### src/rtl/pipe_pkg.sv
// Shared types for the decode/execute pipeline boundary: field widths, the
// decoded control bundle and the full ID/EX register payload.
package pipe_pkg;

  localparam int ALU_CMD_W = 4;
  localparam int REG_IDX_W = 4;
  localparam int WORD_W    = 32;
  localparam int BIMM_W    = 24;
  localparam int SHOP_W    = 12;

  typedef struct packed {
    logic                 status_en;
    logic                 mem_read;
    logic                 mem_write;
    logic                 wb_en;
    logic                 branch;
    logic                 imm;
    logic [ALU_CMD_W-1:0] alu_cmd;
  } id_ex_ctrl_t;

  localparam id_ex_ctrl_t ID_EX_BUBBLE = '0;

  typedef struct packed {
    logic                 valid;
    id_ex_ctrl_t          ctrl;
    logic [WORD_W-1:0]    pc;
    logic [WORD_W-1:0]    reg1;
    logic [WORD_W-1:0]    reg2;
    logic [REG_IDX_W-1:0] dest;
    logic [REG_IDX_W-1:0] src1;
    logic [REG_IDX_W-1:0] src2;
    logic [BIMM_W-1:0]    b_signed_imm;
    logic [SHOP_W-1:0]    shifter_operand;
    logic                 carry;
  } id_ex_bundle_t;

  // A flushed slot: no control effects and marked invalid.
  localparam id_ex_bundle_t ID_EX_BUNDLE_BUBBLE = '{
    valid:           1'b0,
    ctrl:            ID_EX_BUBBLE,
    pc:              '0,
    reg1:            '0,
    reg2:            '0,
    dest:            '0,
    src1:            '0,
    src2:            '0,
    b_signed_imm:    '0,
    shifter_operand: '0,
    carry:           1'b0
  };

endpackage

### src/rtl/sat_counter.sv
// Event counter that counts up on inc and sticks at its maximum value.
module sat_counter #(
  parameter int W = 16
) (
  input  logic         clk,
  input  logic         rst,
  input  logic         inc,
  output logic [W-1:0] count
);

  logic [W-1:0] r_count;
  logic         w_sat;

  assign w_sat = &r_count;

  // NOTE: sequential state uses non-blocking assignments so every flop
  // samples pre-edge values regardless of process ordering.
  always_ff @(posedge clk or posedge rst) begin
    if (rst)
      r_count <= '0;
    else if (inc && !w_sat)
      r_count <= r_count + 1'b1;
  end

  assign count = r_count;

endmodule

### src/rtl/id_ex_pipe_reg.sv
// ID/EX pipeline register with stall hold, branch flush and saturating
// stall/flush event counters for debug.
module id_ex_pipe_reg
  import pipe_pkg::*;
#(
  parameter int CNT_W = 16
) (
  input  logic                 clk,
  input  logic                 rst,
  input  logic                 freeze,
  input  logic                 flush,
  input  logic [WORD_W-1:0]    pc_in,
  input  logic [WORD_W-1:0]    reg1_in,
  input  logic [WORD_W-1:0]    reg2_in,
  input  logic [ALU_CMD_W-1:0] alu_cmd_in,
  input  logic [REG_IDX_W-1:0] dest_in,
  input  logic [REG_IDX_W-1:0] src1_in,
  input  logic [REG_IDX_W-1:0] src2_in,
  input  logic                 status_en_in,
  input  logic                 mem_read_in,
  input  logic                 mem_write_in,
  input  logic                 wb_en_in,
  input  logic                 branch_in,
  input  logic                 imm_in,
  input  logic [BIMM_W-1:0]    b_signed_imm_in,
  input  logic [SHOP_W-1:0]    shifter_operand_in,
  input  logic                 carry_in,
  output logic [WORD_W-1:0]    pc,
  output logic [WORD_W-1:0]    reg1,
  output logic [WORD_W-1:0]    reg2,
  output logic [ALU_CMD_W-1:0] alu_cmd,
  output logic [REG_IDX_W-1:0] dest,
  output logic [REG_IDX_W-1:0] src1,
  output logic [REG_IDX_W-1:0] src2,
  output logic                 status_en,
  output logic                 mem_read,
  output logic                 mem_write,
  output logic                 wb_en,
  output logic                 branch,
  output logic                 imm,
  output logic [BIMM_W-1:0]    b_signed_imm,
  output logic [SHOP_W-1:0]    shifter_operand,
  output logic                 carry,
  output logic                 valid,
  output logic [CNT_W-1:0]     stall_cnt,
  output logic [CNT_W-1:0]     flush_cnt
);

  id_ex_bundle_t r_bundle;
  id_ex_bundle_t w_load;
  logic          w_stall_inc;

  // Decode bubbles (zeroed control bits) still load as valid; valid only
  // tracks this register's own flush.
  always_comb begin
    w_load                   = '0;
    w_load.valid             = 1'b1;
    w_load.ctrl.status_en    = status_en_in;
    w_load.ctrl.mem_read     = mem_read_in;
    w_load.ctrl.mem_write    = mem_write_in;
    w_load.ctrl.wb_en        = wb_en_in;
    w_load.ctrl.branch       = branch_in;
    w_load.ctrl.imm          = imm_in;
    w_load.ctrl.alu_cmd      = alu_cmd_in;
    w_load.pc                = pc_in;
    w_load.reg1              = reg1_in;
    w_load.reg2              = reg2_in;
    w_load.dest              = dest_in;
    w_load.src1              = src1_in;
    w_load.src2              = src2_in;
    w_load.b_signed_imm      = b_signed_imm_in;
    w_load.shifter_operand   = shifter_operand_in;
    w_load.carry             = carry_in;
  end

  // Flush outranks freeze: a taken branch must squash even a stalled slot.
  always_ff @(posedge clk or posedge rst) begin
    if (rst)
      r_bundle <= ID_EX_BUNDLE_BUBBLE;
    else if (flush)
      r_bundle <= ID_EX_BUNDLE_BUBBLE;
    else if (!freeze)
      r_bundle <= w_load;
  end

  assign w_stall_inc = freeze & ~flush;

  sat_counter #(.W(CNT_W)) u_stall_cnt (
    .clk   (clk),
    .rst   (rst),
    .inc   (w_stall_inc),
    .count (stall_cnt)
  );

  sat_counter #(.W(CNT_W)) u_flush_cnt (
    .clk   (clk),
    .rst   (rst),
    .inc   (flush),
    .count (flush_cnt)
  );

  assign valid           = r_bundle.valid;
  assign status_en       = r_bundle.ctrl.status_en;
  assign mem_read        = r_bundle.ctrl.mem_read;
  assign mem_write       = r_bundle.ctrl.mem_write;
  assign wb_en           = r_bundle.ctrl.wb_en;
  assign branch          = r_bundle.ctrl.branch;
  assign imm             = r_bundle.ctrl.imm;
  assign alu_cmd         = r_bundle.ctrl.alu_cmd;
  assign pc              = r_bundle.pc;
  assign reg1            = r_bundle.reg1;
  assign reg2            = r_bundle.reg2;
  assign dest            = r_bundle.dest;
  assign src1            = r_bundle.src1;
  assign src2            = r_bundle.src2;
  assign b_signed_imm    = r_bundle.b_signed_imm;
  assign shifter_operand = r_bundle.shifter_operand;
  assign carry           = r_bundle.carry;

endmodule

### config.mk
export PLATFORM = sky130hd
export DESIGN_NAME = id_ex_pipe_reg
export DESIGN_NICKNAME = d
export VERILOG_FILES = /design/src/rtl/pipe_pkg.sv /design/src/rtl/sat_counter.sv /design/src/rtl/id_ex_pipe_reg.sv
export SDC_FILE = /design/constraint.sdc
export NUM_CORES = 1
export LEC_CHECK = 0
export CAP_MARGIN = 40
export CORE_UTILIZATION = 30
export DETAILED_ROUTE_END_ITERATION = 16
export GPL_ROUTABILITY_DRIVEN = 0
export MAX_ROUTING_LAYER = met4
export SYNTH_ARGS = -nofsm -noshare
export SYNTH_HDL_FRONTEND = slang
export SYNTH_SLANG_ARGS = --single-unit
### constraint.sdc
create_clock -name clk -period 6 [get_ports clk]
set_input_delay 1.2 -clock clk [delete_from_list [all_inputs] [get_ports clk]]
set_output_delay 1.2 -clock clk [all_outputs]
set_load 0.02 [all_outputs]
==> flow_metrics.env <==
export IMPL_maxSlewViolCount=0
export IMPL_cts_sinks=188
export IMPL_syn_nets=812
export IMPL_grt_max_degree=70
export IMPL_cap_violations=0
export IMPL_setup_viol=0
export IMPL_syn_cell_area_mm2=0.007789
export IMPL_async_reset_ff_share_pct=100.0
export IMPL_yosysUniqueCellTypes=32
export IMPL_yosysSeqAreaShare_pct=60.40
export IMPL_crit_type="reg2out"
export IMPL_post_cts_resized=0
export IMPL_overflow=0
export IMPL_hpwl_mm=15.92
export IMPL_tns_ns=0
export IMPL_synth_xor_xnor_area_share_pct=3.149
export IMPL_clk_pin_slew_ns=0.08
export IMPL_hold_violations=0
export IMPL_critical_path_max_stage_delay_ns=0.70
export IMPL_crit_cells=1
export IMPL_p_comb_share_pct=21.8
export IMPL_tritoncts="done"
export IMPL_coreArea_mm2=0.02533
export IMPL_critPathBufInv=1
export IMPL_io_buffer_count=346
export IMPL_grt_pass1_vias=6039
export IMPL_pin_count=347
export IMPL_dieArea_mm2=0.02661
export IMPL_vdd_drop_max_v=0.0001333
export IMPL_critPathCaptureType="primary output"
export IMPL_drt_iter0_drc=324
export IMPL_sequentialPowerShare_pct=45.0
export IMPL_period_needed_ns=2.819
export IMPL_post_cts_setup_buffers=0
export IMPL_ctsHtreeMaxLevel=4
export IMPL_grt_usage_pct=17.44
export IMPL_root_buffer="clkbuf_16"
export IMPL_crit_chain="clkdlybuf4s50_1"
export IMPL_start_util_pct=30.75
export IMPL_arrival_ns=1.62
export IMPL_vias_per_cell=4.496
export IMPL_p_clk_share_pct=33.2
export IMPL_layout_nets=1147
export IMPL_drive_gt1_share_pct=5.005
export IMPL_antenna_found_initial=0
export IMPL_grt_setup_unrepaired="no"
export IMPL_critPathMaxFanout=9
export IMPL_slowest_stage="clkdlybuf4s50_1"
export IMPL_first_pass_iters=4
export IMPL_die_h_um=163.1
export IMPL_max_freq_mhz=354.7
export IMPL_drc=0
export IMPL_worstSetupStartpoint="u_flush_cnt.count[8]"
export IMPL_wl_per_cell_um=16.82
export IMPL_synthAdderAreaFrac_pct=0.3213
export IMPL_avgSynthCellArea_um2=11.96
export IMPL_fin_ws_ns=3.181
export IMPL_cp_required_ns=4.80
export IMPL_ys_seq_elements=188
export IMPL_cts_max_path_buffers=2
export IMPL_ff2ff_path_depth=5
export IMPL_syn_inst=651
export IMPL_hold_buffers=0
export IMPL_vias=5975
export IMPL_holdWs_ns=0.5030
export IMPL_die_w_um=163.1
export IMPL_internal_power_w=0.002293
export IMPL_r2r_slack_ns=4.07
export IMPL_p_sw_share_pct=29.95
export IMPL_crit_end="flush_cnt[8]"
export IMPL_yosysWarnings=0
export IMPL_numCtsBuffers=17
export IMPL_finClkSkew_ns=0.01243
export IMPL_final_period_utilization_pct=46.98
export IMPL_synth_edf_count=0
export IMPL_yosys_area_share_simple_pct=13.01
export IMPL_synth_top_family_by_area="multiplexers"
export IMPL_start_kind="flop"
export IMPL_synth_area_mux_share_pct=20.21
export IMPL_r2r_end="u_stall_cnt.count[1]"
export IMPL_fin_total_pwr_w=0.003273
export IMPL_yosys_most_used_dff="dfrtp_1"
export IMPL_num_rows=58
export IMPL_diodes=0
export IMPL_worst_slew_pin_slew_ns=0.8326
export IMPL_p_per_area_mw_per_mm2=269.1
export IMPL_status="finished clean"
export IMPL_timing_rr_start="u_stall_cnt.count[0]"
export IMPL_hp_class="reg2reg"
export IMPL_grt_first_pass_wirelength_mm=34.58
export IMPL_p_switching_w=0.0009804
export IMPL_crit_family="buffers and inverters"
export IMPL_area_growth_pct=56.16
export IMPL_pre_cts_slack_ns=2.913
export IMPL_p_leak_nw=5.579
export IMPL_routed_wl_mm=22.35
export IMPL_ant_nets=0
export IMPL_synth_compound_area_share_pct=0.5462
export IMPL_relSlewSlack_pct=44.50
export IMPL_clk_latency_ns=0.42
==> per-stage QoR <==
step | std cells | area, um^2 | util [%]
floorplan | 651 | 7792 | -
global placement | 1295 | 11550 | 45.62
detailed placement | 1297 | 11600 | 45.81
CTS | 1329 | 12160 | 48.02
global route | 1329 | 12160 | 48.02
finish | 1329 | 12160 | 48.02
==> synthesized netlist by cell type, drive strengths merged, types with 2 or more instances <==
library cell	n	area share [%]
nand2	9	0.43
nor3	8	0.51
or3	2	0.22
nor2	162	7.8
clkbuf	16	0.77
dfrtp	188	60
mux2	2	0.29
and3	5	0.40
ha	2	0.32
buf	23	1.4
nand4	16	1.4
inv	4	0.19
nand3	14	0.90
xor2	13	1.5
and4	3	0.34
nor4	5	0.56
xnor2	15	1.7
mux2i	155	20
==> state kept, by name, indices dropped and copies added (netlist names) <==
register	cells
b_signed_imm	24
branch	1
carry	1
src1	4
u_stall_cnt.count	16
alu_cmd	4
src2	4
mem_read	1
dest	4
mem_write	1
status_en	1
u_flush_cnt.count	16
pc	32
shifter_operand	12
reg2	32
reg1	32
wb_en	1
valid	1
imm	1
==> kinds of logic (layout without fill, tap and decap cells) <==
logic type               Yosys count  count (layout)
AO/OA/AOI/OAI                      5               5
adder cells (fa/ha/maj)            2               2
AND/OR/NAND/NOR                  228             228
XOR/XNOR                          28              28
multiplexers                     157             157
buffers and inverters             43             391
flip-flops                       188             188
==> how the worst min path moves through the flow <==
stage                            endpoint  cells after the start  slack, ns             startpoint
finish               u_stall_cnt.count[5]                      1       0.50   u_stall_cnt.count[5]
global placement     u_stall_cnt.count[5]                      1       0.50   u_stall_cnt.count[5]
global route                       pc[16]                      2       0.54                 pc[16]
floorplan           u_stall_cnt.count[15]                      1       0.60  u_stall_cnt.count[15]
CTS                  u_stall_cnt.count[5]                      1       0.51   u_stall_cnt.count[5]
detailed placement   u_stall_cnt.count[5]                      1       0.50   u_stall_cnt.count[5]
==> power by group through the flow <==
stage          Clock [W]  Sequential, W  Combinational (W)
3_5_place_dp           0        0.00150           0.000724
2_1_floorplan          0        0.00161           0.000215
5_1_grt          0.00118        0.00149           0.000769
3_3_place_gp           0        0.00149           0.000718
6_report         0.00109        0.00147           0.000715
4_1_cts          0.00113        0.00147           0.000727
==> metal layers <==
layer	vias to the layer above	GRT usage, %	share of wire, %	wire length, um
met5	-	-	0	0
met4	0	5.735	2.0	445
met3	24	3.860	5.7	1265
met2	201	28.05	49	10930
met1	2871	21.68	43	9709
li1	2879	-	-	-
==> area by class of cell <==
type | instances | area [um^2]
fillers | 2330 | 13160
flip-flops and latches | 188 | 4705
repair buffers | 355 | 3565
multi-input cells | 420 | 2900
clock buffers | 19 | 432.9
well taps | 330 | 412.9
clock inverters | 13 | 128.9
inverters | 4 | 18.77
==> placed cells by master, fill, tap and decap left out, types with 2 or more instances in the layout <==
master / Yosys / routed
clkdlybuf4s50_1: 0 / 344
inv_6: 0 / 4
clkinv_8: 0 / 2
ha_1: 2 / 2
xor2_1: 13 / 13
nand3_1: 14 / 14
nand4_2: 2 / 2
inv_1: 4 / 3
clkbuf_1: 16 / 2
nand2_1: 9 / 9
mux2i_1: 155 / 155
and3_1: 5 / 5
and4_1: 3 / 3
nor4_1: 3 / 3
dfrtp_1: 188 / 188
clkinv_4: 0 / 3
xnor2_1: 15 / 15
clkinvlp_4: 0 / 2
buf_4: 0 / 8
nor3_1: 8 / 8
nand4_1: 14 / 14
clkbuf_16: 0 / 17
nor4_2: 2 / 2
nor2_1: 162 / 162
inv_8: 0 / 2
No activity file was read; power rests on OpenSTA's default activity.
